<file path="src/rtl/core_config.sv">
// Core sizing constants shared by the rename-stage free list and its users.
package core_config;

   localparam int unsigned PHYREG       = 64;
   localparam int unsigned ARCHREG      = 32;
   localparam int unsigned RENAME_WIDTH = 2;
   localparam int unsigned COMMIT_WIDTH = 2;
   localparam int unsigned FL_DEPTH     = PHYREG - ARCHREG;
   localparam int unsigned FL_PTR_W     = $clog2(FL_DEPTH) + 1;

endpackage

</file>
<file path="src/rtl/lane_prefix_count.sv">
// Per-lane exclusive prefix popcount and total popcount of a request vector.
module lane_prefix_count #(
   parameter  int unsigned WIDTH = 2,
   localparam int unsigned CW    = $clog2(WIDTH + 1)
) (
   input  logic [WIDTH-1:0]         vec,
   output logic [WIDTH-1:0][CW-1:0] prefix,
   output logic [CW-1:0]            total
);

   always_comb begin
      logic [CW-1:0] acc;
      acc    = '0;
      prefix = '0;
      for (int unsigned i = 0; i < WIDTH; i++) begin
         prefix[i] = acc;
         acc       = acc + CW'(vec[i]);
      end
      total = acc;
   end

endmodule

</file>
<file path="src/rtl/prf_free_list_ckpt.sv">
// Circular preg free list with compacted multi-lane alloc/reclaim and one-cycle flush recovery.
// Define FREE_LIST_PERF_EN to add stall-cycle and low-water-mark performance outputs.
module prf_free_list_ckpt #(
   parameter  int unsigned PHYREG       = core_config::PHYREG,
   parameter  int unsigned ARCHREG      = core_config::ARCHREG,
   parameter  int unsigned RENAME_WIDTH = core_config::RENAME_WIDTH,
   parameter  int unsigned COMMIT_WIDTH = core_config::COMMIT_WIDTH,
   localparam int unsigned PREG_W       = $clog2(PHYREG),
   localparam int unsigned DEPTH        = PHYREG - ARCHREG,
   localparam int unsigned IDX_W        = $clog2(DEPTH),
   localparam int unsigned PTR_W        = IDX_W + 1
) (
   input  logic                           clk,
   input  logic                           rst_n,
   input  logic [RENAME_WIDTH-1:0]        rename_req,
   output logic [RENAME_WIDTH*PREG_W-1:0] rename_preg,
   output logic                           stallreq_o,
   input  logic [COMMIT_WIDTH-1:0]        commit_valid,
   input  logic [COMMIT_WIDTH*PREG_W-1:0] commit_old_preg,
   input  logic                           flush,
   output logic [PTR_W-1:0]               free_cnt_o
`ifdef FREE_LIST_PERF_EN
   ,
   output logic [31:0]                    perf_stall_cycles_o,
   output logic [PTR_W-1:0]               perf_min_free_o
`endif
);

   localparam int unsigned RCW = $clog2(RENAME_WIDTH + 1);
   localparam int unsigned CCW = $clog2(COMMIT_WIDTH + 1);

   logic [RENAME_WIDTH-1:0][RCW-1:0] rpre;
   logic [RCW-1:0]                   rnum;
   logic [COMMIT_WIDTH-1:0][CCW-1:0] cpre;
   logic [CCW-1:0]                   cnum;

   logic [PREG_W-1:0] queue_q [DEPTH];
   logic [PTR_W-1:0]  spec_head_q, spec_head_d;
   logic [PTR_W-1:0]  arch_head_q, arch_head_d;
   logic [PTR_W-1:0]  tail_q, tail_d;
   logic [PTR_W-1:0]  free_cnt_q, free_cnt_d;
   logic [PTR_W-1:0]  spec_cnt;
   logic [IDX_W-1:0]  ridx [RENAME_WIDTH];
   logic [IDX_W-1:0]  cidx [COMMIT_WIDTH];

   lane_prefix_count #(.WIDTH(RENAME_WIDTH)) u_rename_cnt (
      .vec    (rename_req),
      .prefix (rpre),
      .total  (rnum)
   );

   lane_prefix_count #(.WIDTH(COMMIT_WIDTH)) u_commit_cnt (
      .vec    (commit_valid),
      .prefix (cpre),
      .total  (cnum)
   );

   always_comb begin
      spec_cnt    = tail_q - spec_head_q;
      stallreq_o  = !flush && (PTR_W'(rnum) > spec_cnt);
      rename_preg = '0;
      for (int unsigned i = 0; i < RENAME_WIDTH; i++) begin
         ridx[i] = spec_head_q[IDX_W-1:0] + IDX_W'(rpre[i]);
         if (rename_req[i]) begin
            rename_preg[i*PREG_W +: PREG_W] = queue_q[ridx[i]];
         end
      end
      for (int unsigned j = 0; j < COMMIT_WIDTH; j++) begin
         cidx[j] = tail_q[IDX_W-1:0] + IDX_W'(cpre[j]);
      end
   end

   always_comb begin
      tail_d      = tail_q + PTR_W'(cnum);
      arch_head_d = arch_head_q + PTR_W'(cnum);
      spec_head_d = spec_head_q;
      // Flush rewinds to the post-commit architectural head, discarding this cycle's renames.
      if (flush) begin
         spec_head_d = arch_head_d;
      end else if (!stallreq_o) begin
         spec_head_d = spec_head_q + PTR_W'(rnum);
      end
      free_cnt_d = tail_d - spec_head_d;
   end

   always_ff @(posedge clk or negedge rst_n) begin
      if (!rst_n) begin
         for (int unsigned k = 0; k < DEPTH; k++) begin
            queue_q[k] <= PREG_W'(ARCHREG + k);
         end
         spec_head_q <= '0;
         arch_head_q <= '0;
         tail_q      <= PTR_W'(DEPTH);
         free_cnt_q  <= PTR_W'(DEPTH);
      end else begin
         for (int unsigned j = 0; j < COMMIT_WIDTH; j++) begin
            if (commit_valid[j]) begin
               queue_q[cidx[j]] <= commit_old_preg[j*PREG_W +: PREG_W];
            end
         end
         spec_head_q <= spec_head_d;
         arch_head_q <= arch_head_d;
         tail_q      <= tail_d;
         free_cnt_q  <= free_cnt_d;
      end
   end

   assign free_cnt_o = free_cnt_q;

`ifdef FREE_LIST_PERF_EN
   logic [31:0]      stall_cyc_q;
   logic [PTR_W-1:0] min_free_q;

   always_ff @(posedge clk or negedge rst_n) begin
      if (!rst_n) begin
         stall_cyc_q <= '0;
         min_free_q  <= PTR_W'(DEPTH);
      end else begin
         if (stallreq_o && (rnum != '0) && (stall_cyc_q != '1)) begin
            stall_cyc_q <= stall_cyc_q + 32'd1;
         end
         if (free_cnt_d < min_free_q) begin
            min_free_q <= free_cnt_d;
         end
      end
   end

   assign perf_stall_cycles_o = stall_cyc_q;
   assign perf_min_free_o     = min_free_q;
`endif

endmodule

</file>
<file path="config.mk">
export PLATFORM = sky130hd
export DESIGN_NAME = prf_free_list_ckpt
export DESIGN_NICKNAME = d
export VERILOG_FILES = /design/src/rtl/core_config.sv /design/src/rtl/lane_prefix_count.sv /design/src/rtl/prf_free_list_ckpt.sv
export SDC_FILE = /design/constraint.sdc
export NUM_CORES = 1
export LEC_CHECK = 0
export CORE_ASPECT_RATIO = 1.2
export CORE_MARGIN = 3
export CORE_UTILIZATION = 40
export CTS_CLUSTER_DIAMETER = 120
export CTS_CLUSTER_SIZE = 25
export DETAILED_ROUTE_END_ITERATION = 16
export DONT_BUFFER_PORTS = 1
export PLACE_DENSITY = 0.6
export SLEW_MARGIN = 20
export SYNTH_ARGS = -nofsm -noshare
export SYNTH_HDL_FRONTEND = slang
export SYNTH_SLANG_ARGS = --single-unit
</file>
<file path="constraint.sdc">
create_clock -name clk -period 12.1 [get_ports clk]
set_clock_uncertainty 0.1 [all_clocks]
set_input_delay 0.605 -clock clk [delete_from_list [all_inputs] [get_ports clk]]
set_output_delay 0.605 -clock clk [all_outputs]
set_load 0.02 [all_outputs]
</file>
==> flow_summary.toml, run 1 <==
[run_status]
status = "completed"

[global_route]
grt_start_max_net_pins = 217
grt_overflow = 0
grt_usage = 0.242
grt_pass1_wl_um = 68300
grt_pass1_vias = 10300
grt_antenna_before_repair = 1

[route]
drt-total-wl_um = 45200
wl_per_cell_um = 26.7
drc_errors = 0
drt_iter0_markers = 1016
drt.antenna.violating_nets = 0
vias_per_cell = 6.21
vias = 10500
drt_pass1_iterations = 5

[power]
p_total_uw = 4530
p_per_area_nw_per_um2 = 305
vdd_ir_drop_max_uv = 152
p_leak_uw = 0.00591

[clock_network]
clk_latency_ns = 0.49
cts_tree = "yes"
post_cts_resized = 0
clk_transition_reported_paths_ns = 0.11
numCtsBuffers = 12
root_buffer = "clkbuf_16"
htreeDepth = 1
cts_setup_buffers = 0
cts.path.max_buffers = 3
cts.sinks = 216

[layout]
multiInputGateArea_um2 = 8190
fill_cells = 3211
drive_above_1_share = 0.223
utilization = 0.430
seqCellArea_um2 = 5550
syn2layout_area_growth_pct = 4.51
finalNetCount = 1275
antenna_cells = 0
instances_no_fill = 1691

[setup_path]
crit_fanout = 39
cp.arrival_ns = 4.52
reg2regPathDepth = 19
r2r-start = "tail_q[0]"
timing.rr.end = "free_cnt_o[4]"
required_ns = 11.39
rrSetupSlack_ns = 7.65
cp-end-kind = "output pin"
worstPathCellList = "buf_4 -> ha_4 -> ha_2 -> buf_4 -> mux4_2 -> mux4_2 -> mux2i_1 -> nor2b_1"
cp_slowest_cell = "buf_4"
cpPeakStageDelay_ns = 0.65
start_kind = "flop"
critical_path_class = "flop to output pin"

[synth]
synth_edf_count = 0
ys_seq_area_frac = 0.391
synth_largest_area_cell = "dfstp_2"
synth_nets = 1362
synth.avg_cell_area_um2 = 10.8
yosysWarnings = 0
netlist.area_leader.share = 0.211
synth-seq-cells = 216
synth_area_leaders = "dfstp_2 (21%), mux4_2 (19%), dfrtp_1 (18%)"
synth_cell_types = 54
synthFlopType = "dfstp_2"
netlist_area_um2 = 14200
synthArstFlopShare = 1.00
syn_inst = 1316

[hold_path]
hold_path_class = "input port to flop"
hold_depth = 2
min-delay-start = "commit_old_preg[10]"
hold_path_end = "queue_q[34]"

[timing]
timing.fmax_mhz = 192
slew_headroom = 0.252
worst_pin_slew_ns = 1.12
report.final.setup_viol = 0
hold_slack_ns = 0.0786
final_max_slew_viol_count = 0
fin_crit_sh = 0.432
tns_ns = 0
fin_crit_ns = 5.22
finalHoldViolCount = 0
rsz0062_at_grt = "false"

[floorplan]
fp.dieH_um = 212
fp-row-count = 74
core_um2 = 34500
ioPinCount = 38
die-area_um2 = 37800
die_w_um = 178
start_util = 0.411

[place]
port_buffers = 0
gp_congestion = 0.936
placed_cells = 1668
dp_hpwl_um = 30700

[run]
cap_violations = 0
[stage by stage]
stage,instance area (um^2),setup slack (ns)
CTS,14800,6.88
floorplan,14200,7.40
global placement,14400,7.48
global route,14800,6.71
detailed placement,14400,7.42
finish,14800,6.88
[synth_stat cells, drive strengths merged (5+ instances only)]
library cell  number
clkbuf            88
dfrtp            102
fa                 5
mux4             120
nand3             11
a21boi             6
xnor2             15
xor2               8
nand2            161
a21o               5
inv               17
nor2             142
o21ai            109
mux2i            200
nand2b            10
a21oi            106
ha                22
dfstp            114
buf               20
nor2b             12
[cell usage in the layout, fill, tap and decap left out, drive strengths merged, types with 2 or more instances in the layout]
cell,netlist,layout
mux2i,200,200
nand2,161,161
nor2,142,142
mux4,120,120
dfstp,114,114
o21ai,109,109
a21oi,106,106
dfrtp,102,102
ha,22,22
clkbuf,88,19
inv,17,18
xnor2,15,15
nor2b,12,12
nand3,11,11
nand2b,10,10
xor2,8,8
a21boi,6,6
buf,20,6
a21o,5,5
fa,5,5
and3,4,4
nor3b,4,4
or2,4,4
and2,3,3
nand3b,3,3
a31oi,3,3
o21a,2,2
or3,2,2
nor3,2,2
nand4,2,2
[power by group]
group / internal, uW / total, uW / switching (uW)
clock network: 204 / 464 / 260
logic: 1210 / 2350 / 1150
registers: 1220 / 1710 / 497
[cell type report]
type / instances / share of cell area
Tap cell: 456 / 0.0385
Clock buffer: 19 / 0.0234
Inverter: 18 / 0.00455
Timing Repair Buffer: 7 / 0.00641
Clock inverter: 1 / 0.000759
Sequential cell: 216 / 0.374
Multi-Input combinational cell: 974 / 0.552
[state kept, by name (all words and copies together) (netlist names)]
name and flops:
arch_head_q 6, free_cnt_o 6, queue_q 192, spec_head_q 6, tail_q 6
[timing repair]
action                                  4_1_cts  5_1_grt
hold buffers                                  1        1
endpoints found under the setup margin        0        0
endpoints found under the hold margin       216       35
[critical path: cells and delay by family, from the launching register on]
family	cells	cell delay, ns
muxes	3	1.42
DFF	1	0.60
adders and majority gates	2	0.64
buffers and inverters	2	1.14
and+or+nand+nor	1	0.19
[worst max path at each step]
stage | from | endpoint | slack (ns)
after floorplan | spec_head_q[1] | free_cnt_o[4] | 7.40
after global placement | spec_head_q[0] | rename_preg[11] | 7.48
after detailed placement | spec_head_q[0] | rename_preg[11] | 7.42
after CTS | spec_head_q[0] | rename_preg[11] | 6.88
after global routing | spec_head_q[0] | rename_preg[11] | 6.71
final | spec_head_q[0] | rename_preg[11] | 6.88
[cell families (layout without fill, tap and decap cells)]
group	count (synthesis)	in the layout	synth area share
buf+inv	126	45	0.0349
mux	320	320	0.331
flops	216	216	0.391
simple gates	365	365	0.109
xor+xnor	23	23	0.0152
fa+ha+maj	27	27	0.0264
compound gates	239	239	0.0923
[per-layer routing]
| layer | vias up | GRT usage | wire (um) |
|---|---|---|---|
| li1 | 4571 | - | - |
| met3 | 147 | 0.0416 | 3620 |
| met5 | - | 0 | 7 |
| met4 | 2 | 0.102 | 2410 |
| met2 | 548 | 0.416 | 22600 |
| met1 | 5236 | 0.299 | 16500 |
Power figures use the tool's default switching activity.
==> inputs of run 2 (changes only) <==
Settings changed: PLACE_DENSITY 0.6 to 0.62.
Clock period 12.1 ns to 4.5 ns, I/O delays scaled along.
==> run 2 against run 1 <==
  * The run now ends with hold timing left
  * Core utilization rose by 1.9 points
  * Clock power rose to 2.7 times the previous value
  * Sequential cell count did not move
  * Die area did not move
  * Register-to-register slack got worse by 7.3 ns
  * Routed wire length fell by 3.5%
  * Total power rose to 2.8 times the previous value
  * Non-clock buffer count rose by 59
  * Cell area rose by 4.4%
  * Worst hold slack got worse by 0.76 ns
  * Cell count rose by 3.5%
  * Combinational power rose to 3.1 times the previous value
  * Largest power group unchanged
==> flow_summary.toml, run 2 (synthesized netlist as in run 1, its figures left out) <==
[route]
vias_per_cell = 6.01
wl_per_cell_um = 24.9
vias = 10500
drt_iter0_markers = 1149
drt.antenna.violating_nets = 0
drt_pass1_iterations = 5
drc_errors = 0
drt-total-wl_um = 43600

[clock_network]
cts.sinks = 216
cts_tree = "yes"
cts.path.max_buffers = 3
numCtsBuffers = 12
root_buffer = "clkbuf_16"
htreeDepth = 1
hold_buffers = 52
cts_setup_buffers = 0
clk_transition_reported_paths_ns = 0.11
clk_latency_ns = 0.50
post_cts_resized = 0

[timing]
rsz0062_at_grt = "false"
worst_pin_slew_ns = 0.992
timing.fmax_mhz = 241
final_max_slew_viol_count = 0
report.final.setup_viol = 0
fin_crit_ns = 4.15
fin_crit_sh = 0.922
finalHoldViolCount = 216
slew_headroom = 0.336
hold_slack_ns = -0.681
tns_ns = 0

[setup_path]
cpPeakStageDelay_ns = 0.48
worstPathCellList = "inv_2 -> ha_1 -> inv_1 -> fa_1 -> inv_1 -> ha_1 -> a21oi_1 -> o21ai_1 -> nor4_4 -> nand2_1 -> mux2i_1 -> o21ai_1 -> ha_1 -> inv_1 -> fa_1 -> a31oi_1 -> or2_1 -> a21oi_1 -> xor2_1"
rrSetupSlack_ns = 0.35
reg2regPathDepth = 19
critical_path_class = "flop to flop"
start_kind = "flop"
timing.rr.end = "free_cnt_o[4]"
cp-end-kind = "flop"
cp_slowest_cell = "fa_1"
required_ns = 4.76
crit_fanout = 6
cp.arrival_ns = 4.40
r2r-start = "tail_q[0]"

[power]
p_total_uw = 12500
p_per_area_nw_per_um2 = 809
vdd_ir_drop_max_uv = 442
p_leak_uw = 0.00622

[floorplan]
core_um2 = 34500
die_w_um = 178
ioPinCount = 38
start_util = 0.411
fp.dieH_um = 212
fp-row-count = 74
die-area_um2 = 37800

[global_route]
grt_pass1_wl_um = 66300
grt_usage = 0.232
grt_antenna_before_repair = 0
grt_overflow = 0
grt_pass1_vias = 10500
grt_start_max_net_pins = 217

[layout]
final_common_cell = "mux2i_1"
syn2layout_area_growth_pct = 9.15
top_register = "queue_q"
multiInputGateArea_um2 = 8170
final_area_um2 = 15500
largest_reg_flops = 192
seqCellArea_um2 = 5550
drive_above_1_share = 0.228
fill_cells = 3167
mostFrequentLayoutCells = "mux2i_1 (200), nand2_1 (161), nor2_1 (141), mux4_2 (120), dfstp_2 (114)"
instances_no_fill = 1750
antenna_cells = 0
finalNetCount = 1334

[place]
placed_cells = 1678
port_buffers = 0
gp_congestion = 0.966
placed_area_um2 = 14500
dp_hpwl_um = 28600

[run_status]
status = "finished with violations"
violations = "hold timing"

[run]
cap_violations = 0

[hold_path]
hold_path_class = "input port to async pin"
## run 2: changes by cell type in the layout (fill, tap and decap cells not counted), sizes merged
cell | previous run | this run
dlygate4sd3 | 1 | 40
buf | 6 | 26
## run 2: final cells by class
type | count | area share
clock buffers | 19 | 0.0231
inverters | 18 | 0.00436
flip-flops and latches | 216 | 0.358
well taps | 456 | 0.0368
clock inverters | 1 | 0.000565
multi-input cells | 974 | 0.528
repair buffers | 66 | 0.0492
## run 2: worst max path at each step
stage / startpoint / end / slack [ns] / cells past startpoint
final: tail_q[0] / free_cnt_o[4] / 0.35 / 19
after global routing: tail_q[0] / free_cnt_o[4] / 0.05 / 19
after detailed placement: tail_q[0] / free_cnt_o[4] / 0.41 / 19
after CTS: tail_q[0] / free_cnt_o[4] / 0.35 / 19
after global placement: tail_q[0] / free_cnt_o[4] / 0.57 / 19
after floorplan: spec_head_q[1] / free_cnt_o[4] / 0.07 / 20
## run 2: layer usage
metal | share of wire | wire, um | vias up | GRT usage
li1 | - | - | 4690 | -
met1 | 0.40 | 17600 | 5324 | 0.311
met2 | 0.48 | 20800 | 403 | 0.379
met3 | 0.072 | 3140 | 94 | 0.0347
met4 | 0.048 | 2080 | 0 | 0.0959
met5 | 0 | 0 | - | 0
## run 2: worst max-delay path: cells and delay by family (launching register included)
family | cells | cell delay, ns
mux | 1 | 0.17
compound gates | 5 | 0.67
fa+ha+maj | 5 | 1.56
flops | 1 | 0.46
simple gates | 3 | 0.61
xor+xnor | 1 | 0.15
buf+inv | 4 | 0.28
## run 2: report_power, final
group | internal (uW) | switching, uW | total (uW)
combinational | 3470 | 3740 | 7220
sequential | 3260 | 810 | 4070
clock | 560 | 686 | 1250
total | 7290 | 5240 | 12500
## run 2: through the flow
step	setup slack [ns]	hold slack, ns	utilization
finish	0.352	-0.681	0.449
global route	0.0472	-0.696	0.449
CTS	0.349	-0.683	0.449
detailed placement	0.408	-0.154	0.419
global placement	0.570	-0.153	0.419
floorplan	0.0677	-0.171	-
==> inputs of run 3 (changes only) <==
Settings changed: ABC_AREA set to 1.
==> run 3 against run 2 <==
  * The run still ends with hold timing left
  * Total power grew 4.0%
  * Cell area shrank 0.53%
  * Count of clock-buffer cells in the layout is the same
  * Worst hold slack lost 0.0052 ns
  * Largest cell class unchanged
==> flow_summary.toml, run 3 <==
[timing]
worst_pin_slew_ns = 1.20
finalHoldViolCount = 216
timing.fmax_mhz = 246
tns_ns = 0
fin_crit_sh = 0.903
fin_crit_ns = 4.06
hold_slack_ns = -0.686
slew_headroom = 0.197
report.final.setup_viol = 0
rsz0062_at_grt = "false"
final_max_slew_viol_count = 0

[synth]
synth_common_cells = "nand2_1 (623), o21ai_0 (395), o21ai_1 (149)"
synth_area_leaders = "dfstp_2 (20%), dfrtp_1 (17%), nand2_1 (16%)"
syn_inst = 2134
ys_seq_area_frac = 0.378
synth_cell_types = 42
synthArstFlopShare = 1.00
synthFlopType = "dfstp_2"
synth-seq-cells = 216
netlist_area_um2 = 14700
yosysWarnings = 0
synth_largest_area_cell = "dfstp_2"
synth.avg_cell_area_um2 = 6.88
synth.most_common_cell = "nand2_1"
synth_nets = 2180
netlist.area_leader.share = 0.204
synth_edf_count = 0

[clock_network]
hold_buffers = 9
root_buffer = "clkbuf_16"
post_cts_resized = 0
cts.sinks = 216
clk_latency_ns = 0.50
cts.path.max_buffers = 3
htreeDepth = 1
cts_setup_buffers = 0
clk_transition_reported_paths_ns = 0.12
cts_tree = "yes"
numCtsBuffers = 12

[layout]
top_register = "queue_q"
utilization = 0.428
antenna_cells = 0
mostFrequentLayoutCells = "nand2_1 (623), o21ai_0 (395), o21ai_1 (149), a21oi_1 (132), inv_1 (115)"
syn2layout_area_growth_pct = 4.91
final_common_cell = "nand2_1"
largest_reg_flops = 192
drive_above_1_share = 0.106
instances_no_fill = 2498
finalNetCount = 2070

[route]
drc_errors = 0
drt.antenna.violating_nets = 0
vias = 14600
drt-total-wl_um = 54300
drt_iter0_markers = 1543
wl_per_cell_um = 21.7
vias_per_cell = 5.86
drt_pass1_iterations = 6

[place]
gp_congestion = 0.922
placed_cells = 2469
dp_hpwl_um = 34300
port_buffers = 0

[setup_path]
cp-end-kind = "output pin"
cp.arrival_ns = 3.74
required_ns = 4.18
critical_path_class = "flop to output pin"
crit_fanout = 92
start_kind = "flop"

[global_route]
grt_usage = 0.272
grt_pass1_wl_um = 83700
grt_antenna_before_repair = 0
grt_start_max_net_pins = 217
grt_pass1_vias = 13800
grt_overflow = 0

[floorplan]
die_w_um = 181
fp.dieH_um = 216
ioPinCount = 38
core_um2 = 36000
fp-row-count = 76
die-area_um2 = 39100
start_util = 0.408

[run_status]
violations = "hold timing"
status = "finished with violations"

[power]
p_total_uw = 13000
p_leak_uw = 0.00644
vdd_ir_drop_max_uv = 428
p_per_area_nw_per_um2 = 845

[run]
cap_violations = 0

[hold_path]
hold_path_class = "input port to async pin"
## run 3: changes by cell type in the layout (fill, tap and decap cells not counted), moves of 13 or more
cell,delta
inv_1,+102
buf_4,+32
nor2_1,-67
mux2i_1,-200
a211oi_1,+13
mux4_2,-120
a21oi_1,+27
o21ai_1,+50
o211ai_1,+37
nand3_1,+38
dlygate4sd3_1,-31
o21ai_0,+386
nand2_1,+462
nor3_2,+15
## run 3: routing by layer
| layer | wire, um | GRT usage |
|---|---|---|
| met4 | 2560 | 0.121 |
| met3 | 4320 | 0.0341 |
| met2 | 25300 | 0.447 |
| met1 | 22100 | 0.360 |
| met5 | 0 | 0 |
## run 3: worst max-delay path: stages (launching register included)
cell	delay, ns
dfrtp_2	0.46
buf_4	0.82
nand3_1	0.18
xor2_1	0.36
inv_1	0.33
o311ai_0	0.28
a21oi_1	0.24
nor2_1	0.32
buf_4	0.21
## run 3: cell families (layout without fill, tap and decap cells)
kind of cell / Yosys count / in the layout / share of synthesized area
XOR/XNOR: 22 / 22 / 0.0169
flip-flops: 216 / 216 / 0.378
AO/OA/AOI/OAI: 776 / 776 / 0.282
buffers and inverters: 308 / 204 / 0.0833
adder cells (fa/ha/maj): 27 / 27 / 0.0256
AND/OR/NAND/NOR: 785 / 785 / 0.214
## run 3: stage by stage
step	cell area [um^2]	worst slack, ns
floorplan	14700	0.799
global placement	15000	0.679
detailed placement	15000	0.624
CTS	15400	0.479
global route	15400	0.284
finish	15400	0.437
## run 3: where the power goes
group / total (uW) / leakage, uW / internal [uW] / switching [uW]
registers: 3990 / 0.00247 / 3170 / 820
clock network: 1260 / 0.000173 / 548 / 715
logic: 7770 / 0.00380 / 2610 / 5160
total: 13000 / 0.00644 / 6330 / 6690
## run 3: final cells by class
type                       count  area, um^2
clock inverter                 1        11.3
clock buffer                  19         348
multi-input combinational   1610        7970
timing repair buffer          55         460
fill                        3687       20600
tap                          468         586
sequential                   216        5550
inverter                     129         485
## run 3: final timing paths
path | start | end | slack (ns) | cells past startpoint
worst max-delay path | spec_head_q[1] | rename_preg[9] | 0.44 | 8
worst min-delay path | rst_n | queue_q[6] | -0.69 | 0
worst max register to register | tail_q[0] | free_cnt_o[4] | 0.62 | 20
worst min register to register | arch_head_q[0] | arch_head_q[0] | 0.42 | 1
max in group asynchronous | rst_n | queue_q[164] | 4.65 | 0
min in group clk | flush | spec_head_q[2] | 0.15 | 8
